==> src/rtl/pc_sequencer.sv <==
// Program-counter register stage: holds the fetch PC, applies redirects from pc_datapath,
// keeps a call/return address stack and a halt/resume control FSM.
module pc_sequencer #(
  parameter int                  PC_WIDTH     = 8,
  parameter logic [PC_WIDTH-1:0] RESET_VECTOR = '0,
  parameter int                  STACK_DEPTH  = 4
) (
  input  logic                             clk,
  input  logic                             rst_n,
  input  logic                             fetch_ready,
  input  logic                             pc_overwrite,
  input  logic [PC_WIDTH-1:0]              overwrite_data,
  input  logic                             is_call,
  input  logic                             is_return,
  input  logic                             halt,
  input  logic                             resume,
  output logic [PC_WIDTH-1:0]              pc_mux,
  output logic                             fetch_valid,
  output logic                             halted,
  output logic [$clog2(STACK_DEPTH):0]     stack_count,
  output logic                             stack_overflow,
  output logic                             stack_underflow
);

  localparam int IW = $clog2(STACK_DEPTH);
  localparam int CW = IW + 1;

  typedef enum logic [1:0] {S_BOOT, S_RUN, S_FLUSH, S_HALTED} state_t;

  state_t              r_state, w_state_next;
  logic [PC_WIDTH-1:0] r_pc, w_pc_next;
  logic [CW-1:0]       r_count, w_count_next;
  logic                r_ovf, r_unf;
  logic                w_push, w_set_ovf, w_set_unf;
  logic [PC_WIDTH-1:0] r_stack [STACK_DEPTH];
  logic [IW-1:0]       w_push_idx, w_top_idx;
  logic [PC_WIDTH-1:0] w_ret_addr;
  logic                w_empty, w_full;

  assign w_empty    = (r_count == '0);
  assign w_full     = (r_count == CW'(STACK_DEPTH));
  assign w_push_idx = r_count[IW-1:0];
  // When full the low bits wrap to 0, so subtracting one still lands on the top entry.
  assign w_top_idx  = w_push_idx - IW'(1);
  assign w_ret_addr = r_pc + PC_WIDTH'(1);

  always_comb begin
    w_state_next = r_state;
    w_pc_next    = r_pc;
    w_count_next = r_count;
    w_push       = 1'b0;
    w_set_ovf    = 1'b0;
    w_set_unf    = 1'b0;
    case (r_state)
      S_BOOT: w_state_next = S_RUN;
      S_RUN, S_FLUSH: begin
        if (halt) begin
          w_state_next = S_HALTED;
        end else if (is_return) begin
          if (w_empty) begin
            w_set_unf    = 1'b1;
            w_state_next = S_HALTED;
          end else begin
            w_pc_next    = r_stack[w_top_idx];
            w_count_next = r_count - CW'(1);
            w_state_next = S_FLUSH;
          end
        end else if (pc_overwrite) begin
          if (is_call && w_full) begin
            w_set_ovf    = 1'b1;
            w_state_next = S_HALTED;
          end else begin
            w_pc_next    = overwrite_data;
            w_state_next = S_FLUSH;
            if (is_call) begin
              w_push       = 1'b1;
              w_count_next = r_count + CW'(1);
            end
          end
        end else if (r_state == S_RUN) begin
          if (fetch_ready) w_pc_next = r_pc + PC_WIDTH'(1);
        end else begin
          w_state_next = S_RUN;
        end
      end
      S_HALTED: begin
        if (!halt && resume && !r_ovf && !r_unf) w_state_next = S_RUN;
      end
      default: w_state_next = S_BOOT;
    endcase
  end

  always_ff @(posedge clk or negedge rst_n) begin
    if (!rst_n) begin
      r_state <= S_BOOT;
      r_pc    <= RESET_VECTOR;
      r_count <= '0;
      r_ovf   <= 1'b0;
      r_unf   <= 1'b0;
    end else begin
      r_state <= w_state_next;
      r_pc    <= w_pc_next;
      r_count <= w_count_next;
      r_ovf   <= r_ovf | w_set_ovf;
      r_unf   <= r_unf | w_set_unf;
    end
  end

  always_ff @(posedge clk or negedge rst_n) begin
    if (!rst_n) begin
      for (int i = 0; i < STACK_DEPTH; i++) r_stack[i] <= '0;
    end else begin
      for (int i = 0; i < STACK_DEPTH; i++) begin
        if (w_push && (w_push_idx == IW'(i))) r_stack[i] <= w_ret_addr;
      end
    end
  end

  assign pc_mux          = r_pc;
  assign fetch_valid     = (r_state == S_RUN);
  assign halted          = (r_state == S_HALTED);
  assign stack_count     = r_count;
  assign stack_overflow  = r_ovf;
  assign stack_underflow = r_unf;

endmodule

==> config.mk <==
export PLATFORM = sky130hd
export DESIGN_NAME = pc_sequencer
export DESIGN_NICKNAME = d
export VERILOG_FILES = /design/src/rtl/pc_sequencer.sv
export SDC_FILE = /design/constraint.sdc
export NUM_CORES = 1
export LEC_CHECK = 0
export CORE_ASPECT_RATIO = 0.8
export CORE_UTILIZATION = 45
export CTS_BUF_LIST = sky130_fd_sc_hd__clkbuf_16
export DETAILED_ROUTE_END_ITERATION = 8
export MAX_ROUTING_LAYER = met4
export PLACE_DENSITY = 0.68
export SETUP_SLACK_MARGIN = 0.15
export SKIP_LAST_GASP = 1
export SYNTH_ARGS = -nofsm -noshare
export SYNTH_HDL_FRONTEND = slang
export SYNTH_SLANG_ARGS = --single-unit
==> constraint.sdc <==
create_clock -name clk -period 5.6 [get_ports clk]
set_input_delay 0.84 -clock clk [delete_from_list [all_inputs] [get_ports clk]]
set_output_delay 0.84 -clock clk [all_outputs]
set_load 0.005 [all_outputs]
==> impl_metrics.tcl <==
set metrics [dict create \
    status "complete, no violations" \
    period_minus_slack_ns 3.23 \
    synthTopCellsByArea "dfrtp_1 49%, mux4_2 7.5%, nand2_1 5.5%" \
    post-route-util 0.569 \
    syn_avg_cell_area_sq_um 10.5 \
    diodes 0 \
    report.final.slew_viol_count 0 \
    synth_nets 253 \
    die_w_um 83.6 \
    fillers 437 \
    final.setup.tns_ns 0 \
    grt_pass1_vias 1820 \
    layout_common_cells "47 x dfrtp_1, 35 x nand2_1, 29 x clkdlybuf4s50_1" \
    synth.top_cell.area_share 0.491 \
    num_vias 1776 \
    antenna_left 0 \
    routed.top_layer "met4" \
    start_util 0.473 \
    path_clk_slew_ns 0.07 \
    arrival_ns 3.40 \
    drtIter0Drc 101 \
    finClkSkew_ns 0.00675 \
    drive_above_1_share 0.0977 \
    drt-met1-wl_um 2690 \
    nets 280 \
    cp_max_fo 24 \
    cts_inserted_buffers 5 \
    port-buffer-count 30 \
    area_delta_synth_final_pct 20.4 \
    cts_setup_buffers 0 \
    required_ns 5.77 \
    grt_overflow 0 \
    final_common_cell "dfrtp_1" \
    postSynthCellCount 229 \
    ys_seq_area_frac 0.491 \
    wl_met3_um 240 \
    synthArstFlopShare 1.00 \
    htree_levels 2 \
    period_share 0.577 \
    grt_antenna_before_repair 0 \
    drt_wl_total_um 5280 \
    via_per_inst 5.58 \
    drtPass1Iterations 4 \
    gp_congestion 0.816 \
    hold_viol 0 \
    cts_tree "yes" \
    finalNonFillerCells 318 \
    max_freq_mhz 310 \
    setup_viol 0 \
    grtUsageTotal 0.218 \
    yosys_register_bits 47 \
    cellPowerDensity_mw_per_mm2 562 \
    rsz0062_at_grt "false" \
    drc 0 \
    cts_resized 0 \
    start_kind "primary input" \
    worst_slew_pin_slew_ns 1.07 \
    clock_path_buffers 2 \
    synth-main-ff-cell "dfrtp_1" \
    grt_pass1_wl_um 9090 \
    dp.final_hpwl_um 3540 \
    met2_length_um 2290 \
    vdd_ir_drop_max_uv 258 \
    grt_max_degree 48 \
    dp_cells 311 \
    hp-class "flop to flop" \
    yosysWarnings 0 \
    cts_root_buffer "clkbuf_16" \
    io_pins 31 \
    slew_headroom 0.284 \
    wl_per_cell_um 16.6 \
    synth_area_sq_mm 0.00239 \
    cts.sinks 47 \
    yosysTopAreaCell "dfrtp_1" \
    chipHeight_um 67.3 \
    hold_buffers 0 \
    die_area_sq_mm 0.00562 \
    p_leak_uw 0.00123 \
    crit_path_end_kind "flop" \
    cap_violations 0 \
    synth_cell_types 42 \
    worstSkewPairLatency_ns 0.28 \
    synth_edf_count 0 \
    fp-row-count 23 \
    crit_type "primary input to flop" \
    core_area_sq_mm 0.00506 \
]
-- worst max-delay path, stage by stage --
cell and delay (ns):
clkdlybuf4s50_1 0.82, nor2b_1 0.43, nand3_1 0.17, nor3b_2 0.72
mux2_2 0.41
-- final timing paths --
path | cells after the start | startpoint | to | slack [ns]
min in group asynchronous | 1 | rst_n | pc_mux[7] | 0.76
worst min-delay path | 2 | r_stack[15] | r_stack[15] | 0.48
worst max-delay path | 5 | is_return | r_stack[25] | 2.37
worst max register to register | 6 | stack_count[0] | pc_mux[4] | 2.65
worst min register to register | 2 | r_stack[15] | r_stack[15] | 0.48
max in group asynchronous | 1 | rst_n | r_stack[31] | 4.19
-- flip-flops by register name, summed over array words and instances (netlist names) --
register and flops:
r_stack 32, stack_count 3, pc_mux 8, r_state 2, stack_overflow 1, stack_underflow 1
-- Yosys cell counts, types with 2 or more instances --
cell       n
o21a_1     2
a31oi_1    2
o311ai_0   2
nor2_1    20
nor3_1     4
and2_1     2
xnor2_1    7
mux2i_1    3
inv_1      7
mux4_2     8
clkbuf_1   7
dfrtp_1   47
o21ai_0   23
nand3_1    9
mux2_2     5
a21oi_1   13
buf_2      2
xor2_1     2
nand2_1   35
ha_1       7
-- metrics by stage --
| stage | hold slack [ns] | setup WS, ns | area [sq um] | total power, uW |
|---|---|---|---|---|
| finish | 0.477 | 2.37 | 2880 | 1620 |
| global route | 0.510 | 2.14 | 2880 | 1740 |
| CTS | 0.483 | 2.39 | 2880 | 1630 |
| detailed placement | 0.468 | 2.07 | 2720 | 1290 |
| global placement | 0.458 | 2.13 | 2720 | 1270 |
| floorplan | 0.445 | 3.28 | 2390 | 1030 |
-- report_power, final --
part / switching (uW) / internal (uW)
registers: 140 / 489
logic: 307 / 350
clock network: 127 / 208
-- routing by layer --
layer  up-vias  GRT usage
met2        48      0.327
li1        861          -
met5         -          -
met1       858      0.307
met3         9     0.0367
met4         0     0.0699
-- cell families (layout without fill, tap and decap cells) --
family	Yosys count	count (layout)	share of synthesized area
xor gates and xnor gates	9	9	0.0329
AOI/OAI and AO/OA	56	56	0.152
DFF	47	47	0.491
adders and majority gates	8	8	0.0449
muxes	16	16	0.111
buffers and inverters	19	46	0.0340
and+or+nand+nor	74	74	0.134
-- layout make-up --
type / instances / area (sq um) / area share
Clock inverter: 2 / 37.5 / 0.0130
Inverter: 9 / 33.8 / 0.0117
Tap cell: 62 / 77.6 / 0.0269
Timing Repair Buffer: 30 / 295 / 0.102
Multi-Input combinational cell: 163 / 1140 / 0.395
Sequential cell: 47 / 1180 / 0.408
Clock buffer: 5 / 125 / 0.0434
Power figures use the tool's default switching activity.
==> patch 1 (config.mk and constraints unchanged) <==
The parameter `PC_WIDTH` goes from 8 to 7.
--- a/src/rtl/pc_sequencer.sv
+++ b/src/rtl/pc_sequencer.sv
@@ -3,3 +3,3 @@
 module pc_sequencer #(
-  parameter int                  PC_WIDTH     = 8,
+  parameter int                  PC_WIDTH     = 7,
   parameter logic [PC_WIDTH-1:0] RESET_VECTOR = '0,
Ports: changed (resized overwrite_data and pc_mux); port bits go from 31 to 29. No check against the original RTL was run, so the function may have changed too.
==> patch 1 against the unedited design <==
  * Clock skew shrank 0.0012 ns
  * Worst setup slack gained 0.34 ns
  * Sequential cell count shrank 5
  * Area after synthesis shrank 6.3%
  * Power shrank 12%
  * Cell area shrank 6.7%
  * Routed wire length shrank 7.7%
  * Critical path depth shrank 1
  * Highest routed layer unchanged
==> patch 1: results (changes against the unedited design) <==
----------------------------------------------------
[Synthesis]
  Synthesized-area fraction occupied by xor and xnor cells ... 3.12% (was 3.29%)
  Multiplexer share of the synthesized area ... 11.8% (was 11.1%)
  Register area share after synthesis ... 46.8% (was 49.1%)
  Synthesized-area fraction occupied by ao, oa, aoi and oai cells ... 14.4% (was 15.2%)
  Ranking of synthesized cells by area ... sky130_fd_sc_hd__dfrtp_1 (47%), sky130_fd_sc_hd__nand2_1 (5.9%), sky130_fd_sc_hd__mux4_1 (4.7%) (was sky130_fd_sc_hd__dfrtp_1 (49%), sky130_fd_sc_hd__mux4_2 (7.5%), sky130_fd_sc_hd__nand2_1 (5.5%))

[GRT]
  Maximum number of pins on one net before global-route repair ... 43 (was 48)
  Total GRT Usage ... 21.3% (was 21.8%)
  Met1 track demand over resource in global routing ... 31.7% (was 30.7%)
  Global-route wire length before repair ... 8180 um (was 9090 um)
  Via count of the first global-routing pass ... 1,632 (was 1,820)

[Drt]
  Total routed wire length on the met1 layer ... 2520 um (was 2690 um)
  Total length of routed met2 wires ... 2090 um (was 2290 um)
  WL met3 ... 220 um (was 240 um)
  Mean number of vias per cell ... 5.67 (was 5.58)
  DR WL/cell ... 16.3 um (was 16.6 um)
  DR iter-0 viols ... 78 (was 101)

[Hold path]
  Hold Path Sink ... r_stack[13] (was r_stack[15])
  Startpoint of the worst hold path ... r_stack[13] (was r_stack[15])

[Setup path]
  Number of cells traversed by the worst register-to-register path ... 5 (was 6)
  Setup slack on the worst flop-to-flop path ... 3.07 ns (was 2.65 ns)
  R2R Path End ... r_stack[22] (was pc_mux[4])
  Max Fanout on Critical Path ... 21 (was 24)

[Place]
  Worst setup slack before clock tree synthesis ... 2.44 ns (was 2.07 ns)
  Final HPWL from detailed placement ... 3460 um (was 3540 um)

[Cells and area]
  Proportion of layout cells with a drive suffix above 1 ... 9.62% (was 9.77%)
  Max FFs per register ... 28 (was 32)
  Final net count ... 262 (was 280)
  Fillers ... 413 (was 437)

[Timing]
  Final critical delay including setup and external delays ... 2.89 ns (was 3.23 ns)

[Power and ir drop]
  Leakage power total ... 1.17 nW (was 1.23 nW)

[Outcome]
  Result of the run ... finished clean (unchanged)

----------------------------------------------------
[patch 1: cell types whose count changed after synthesis, sizes merged, moves of 3 or more]
cell    delta
a21oi     -10
nor2       -8
buf        +6
xnor2      -3
a21o       +4
nand4      +4
dfrtp      -5
clkbuf     -7
o21ai      +6
inv        -3
a31oi      +3
[patch 1: power by group]
part / switching, mW / internal, mW
Clock: 0.111 / 0.206
Sequential: 0.117 / 0.432
Combinational: 0.266 / 0.301
[patch 1: critical path: stages]
cell                              delay, ns
sky130_fd_sc_hd__clkdlybuf4s50_1       0.79
sky130_fd_sc_hd__nor3_2                0.42
sky130_fd_sc_hd__nand4_1               0.53
sky130_fd_sc_hd__mux2_2                0.46
[patch 1: final cells by class]
type                            instances  share of cell area, %
Multi-Input combinational cell        156                   41.1
Sequential cell                        42                   39.1
Timing Repair Buffer                   28                   10.2
Clock buffer                            5                   4.65
Tap cell                               60                   2.79
Clock inverter                          2                   1.26
Inverter                                6                  0.838
==> patch 2 (same flow settings) <==
Made on the original files. The 4 states of `state_t` get a one-hot encoding in 4 bits.
--- a/src/rtl/pc_sequencer.sv
+++ b/src/rtl/pc_sequencer.sv
@@ -27,3 +27,3 @@
 
-  typedef enum logic [1:0] {S_BOOT, S_RUN, S_FLUSH, S_HALTED} state_t;
+  typedef enum logic [3:0] {S_BOOT = 4'b0001, S_RUN = 4'b0010, S_FLUSH = 4'b0100, S_HALTED = 4'b1000} state_t;
 
Formal check against the unedited RTL: no difference found for any inputs over 4 cycles, from zero or initial values and one cycle with rst_n low; so few cycles prove little.
==> patch 2 against the unedited design <==
  * Count of clock-buffer cells in the layout did not move
  * Cell area rose by 13%
  * Global-route usage is 1.5 points lower
  * Via count grew 3.9%
  * Critical path depth decreased by 1
  * Non-clock buffer count stayed put
  * Sequential power decreased by 8.1%
  * Worst setup slack gained 0.22 ns
  * Power decreased by 10%
  * Sequential cell count is 2 higher
  * Clock power rose by 4%
  * Routed wire length up 9.8%
  * Area after synthesis is 16% higher
  * Largest cell class is now multi-input gates
==> patch 2: results (changes against the unedited design) <==
----------------------------------------------------
[Synthesis]
  Unique cell type count in the Yosys netlist ... 57 (was 42)
  Synthesized net count ... 247 (was 253)
  Ranking of synthesized cells by area ... sky130_fd_sc_hd__dfrtp_1 (43%), sky130_fd_sc_hd__mux2_2 (11%), sky130_fd_sc_hd__mux4_2 (6.5%) (was sky130_fd_sc_hd__dfrtp_1 (49%), sky130_fd_sc_hd__mux4_2 (7.5%), sky130_fd_sc_hd__nand2_1 (5.5%))
  Cell types with the highest counts after synthesis ... sky130_fd_sc_hd__dfrtp_1 (48), sky130_fd_sc_hd__mux2_2 (26), sky130_fd_sc_hd__a21oi_1 (10) (was sky130_fd_sc_hd__dfrtp_1 (47), sky130_fd_sc_hd__nand2_1 (35), sky130_fd_sc_hd__o21ai_0 (23))

[Place]
  Placer's final routability congestion estimate ... 0.789 (was 0.816)
  Worst setup slack before clock tree synthesis ... 2.30 ns (was 2.07 ns)
  Count of placed standard cells including taps ... 324 (was 311)
  Cell area after placement ... 3100 um^2 (was 2720 um^2)

[Power and ir drop]
  Sequential share of power ... 39.8% (was 38.8%)
  Switching share of power ... 34.2% (was 35.4%)
  Logic pwr share ... 36.2% (was 40.5%)
  P per Cell Area ... 444 nW/um^2 (was 562 nW/um^2)

[Cells and area]
  Fillers ... 491 (was 437)
  Sequential cell count of the final layout ... 49 (was 47)
  Area fraction of clock buffers and clock inverters ... 5.24% (was 5.64%)
  Final net count ... 272 (was 280)
  Count of multi-input gates ... 157 (was 163)
  Area taken by flip-flops and latches ... 1230 um^2 (was 1180 um^2)
  Proportion of layout cells with a drive suffix above 1 ... 24.7% (was 9.77%)
  Signal inverters ... 7 (was 9)

[Setup path]
  R2R Path End ... r_stack[27] (was pc_mux[4])
  Setup slack on the worst flop-to-flop path ... 2.90 ns (was 2.65 ns)
  Worst setup path startpoint ... pc_overwrite (was is_return)
  Worst stage delay on the critical path ... 0.93 ns (was 0.82 ns)

[Timing]
  Final critical delay including setup and external delays ... 3.01 ns (was 3.23 ns)
  Max transition margin ... 28.6% (was 28.4%)
  Clock Skew ... 0.00747 ns (was 0.00675 ns)

[Hold path]
  Startpoint of the worst hold path ... r_stack[4] (was r_stack[15])

[GRT]
  Met2 Use GR ... 30.1% (was 32.7%)
  Maximum number of pins on one net before global-route repair ... 50 (was 48)
  Global-route wire length before repair ... 9700 um (was 9090 um)
  Total GRT Usage ... 20.3% (was 21.8%)

[Drt]
  Total routed wire length on the met1 layer ... 3000 um (was 2690 um)
  DR WL/cell ... 17.5 um (was 16.6 um)
  Count of vias placed by the detailed router ... 1,846 (was 1,776)
  Total length of routed met2 wires ... 2570 um (was 2290 um)
  WL met3 ... 181 um (was 240 um)

[Floorplanning]
  Tap Cells ... 81 (was 62)

[Outcome]
  Result of the run ... finished clean (unchanged)

----------------------------------------------------
patch 2: cell count changes after synthesis, moves of 4 or more:
cell | before | now
sky130_fd_sc_hd__mux2_4 | 0 | 7
sky130_fd_sc_hd__nor3b_1 | 0 | 4
sky130_fd_sc_hd__o21ai_0 | 23 | 6
sky130_fd_sc_hd__nand2_1 | 35 | 8
sky130_fd_sc_hd__mux2_2 | 5 | 26
sky130_fd_sc_hd__nor2_1 | 20 | 5
sky130_fd_sc_hd__nand3_1 | 9 | 4
sky130_fd_sc_hd__nand2b_1 | 0 | 4
patch 2: how the worst min path moves through the flow:
stage | to | slack (ns) | cells past startpoint
floorplan | r_stack[24] | 0.44 | 2
global placement | r_stack[6] | 0.48 | 1
detailed placement | r_stack[23] | 0.49 | 1
CTS | r_stack[23] | 0.51 | 1
global route | r_stack[3] | 0.52 | 1
finish | r_stack[4] | 0.51 | 1
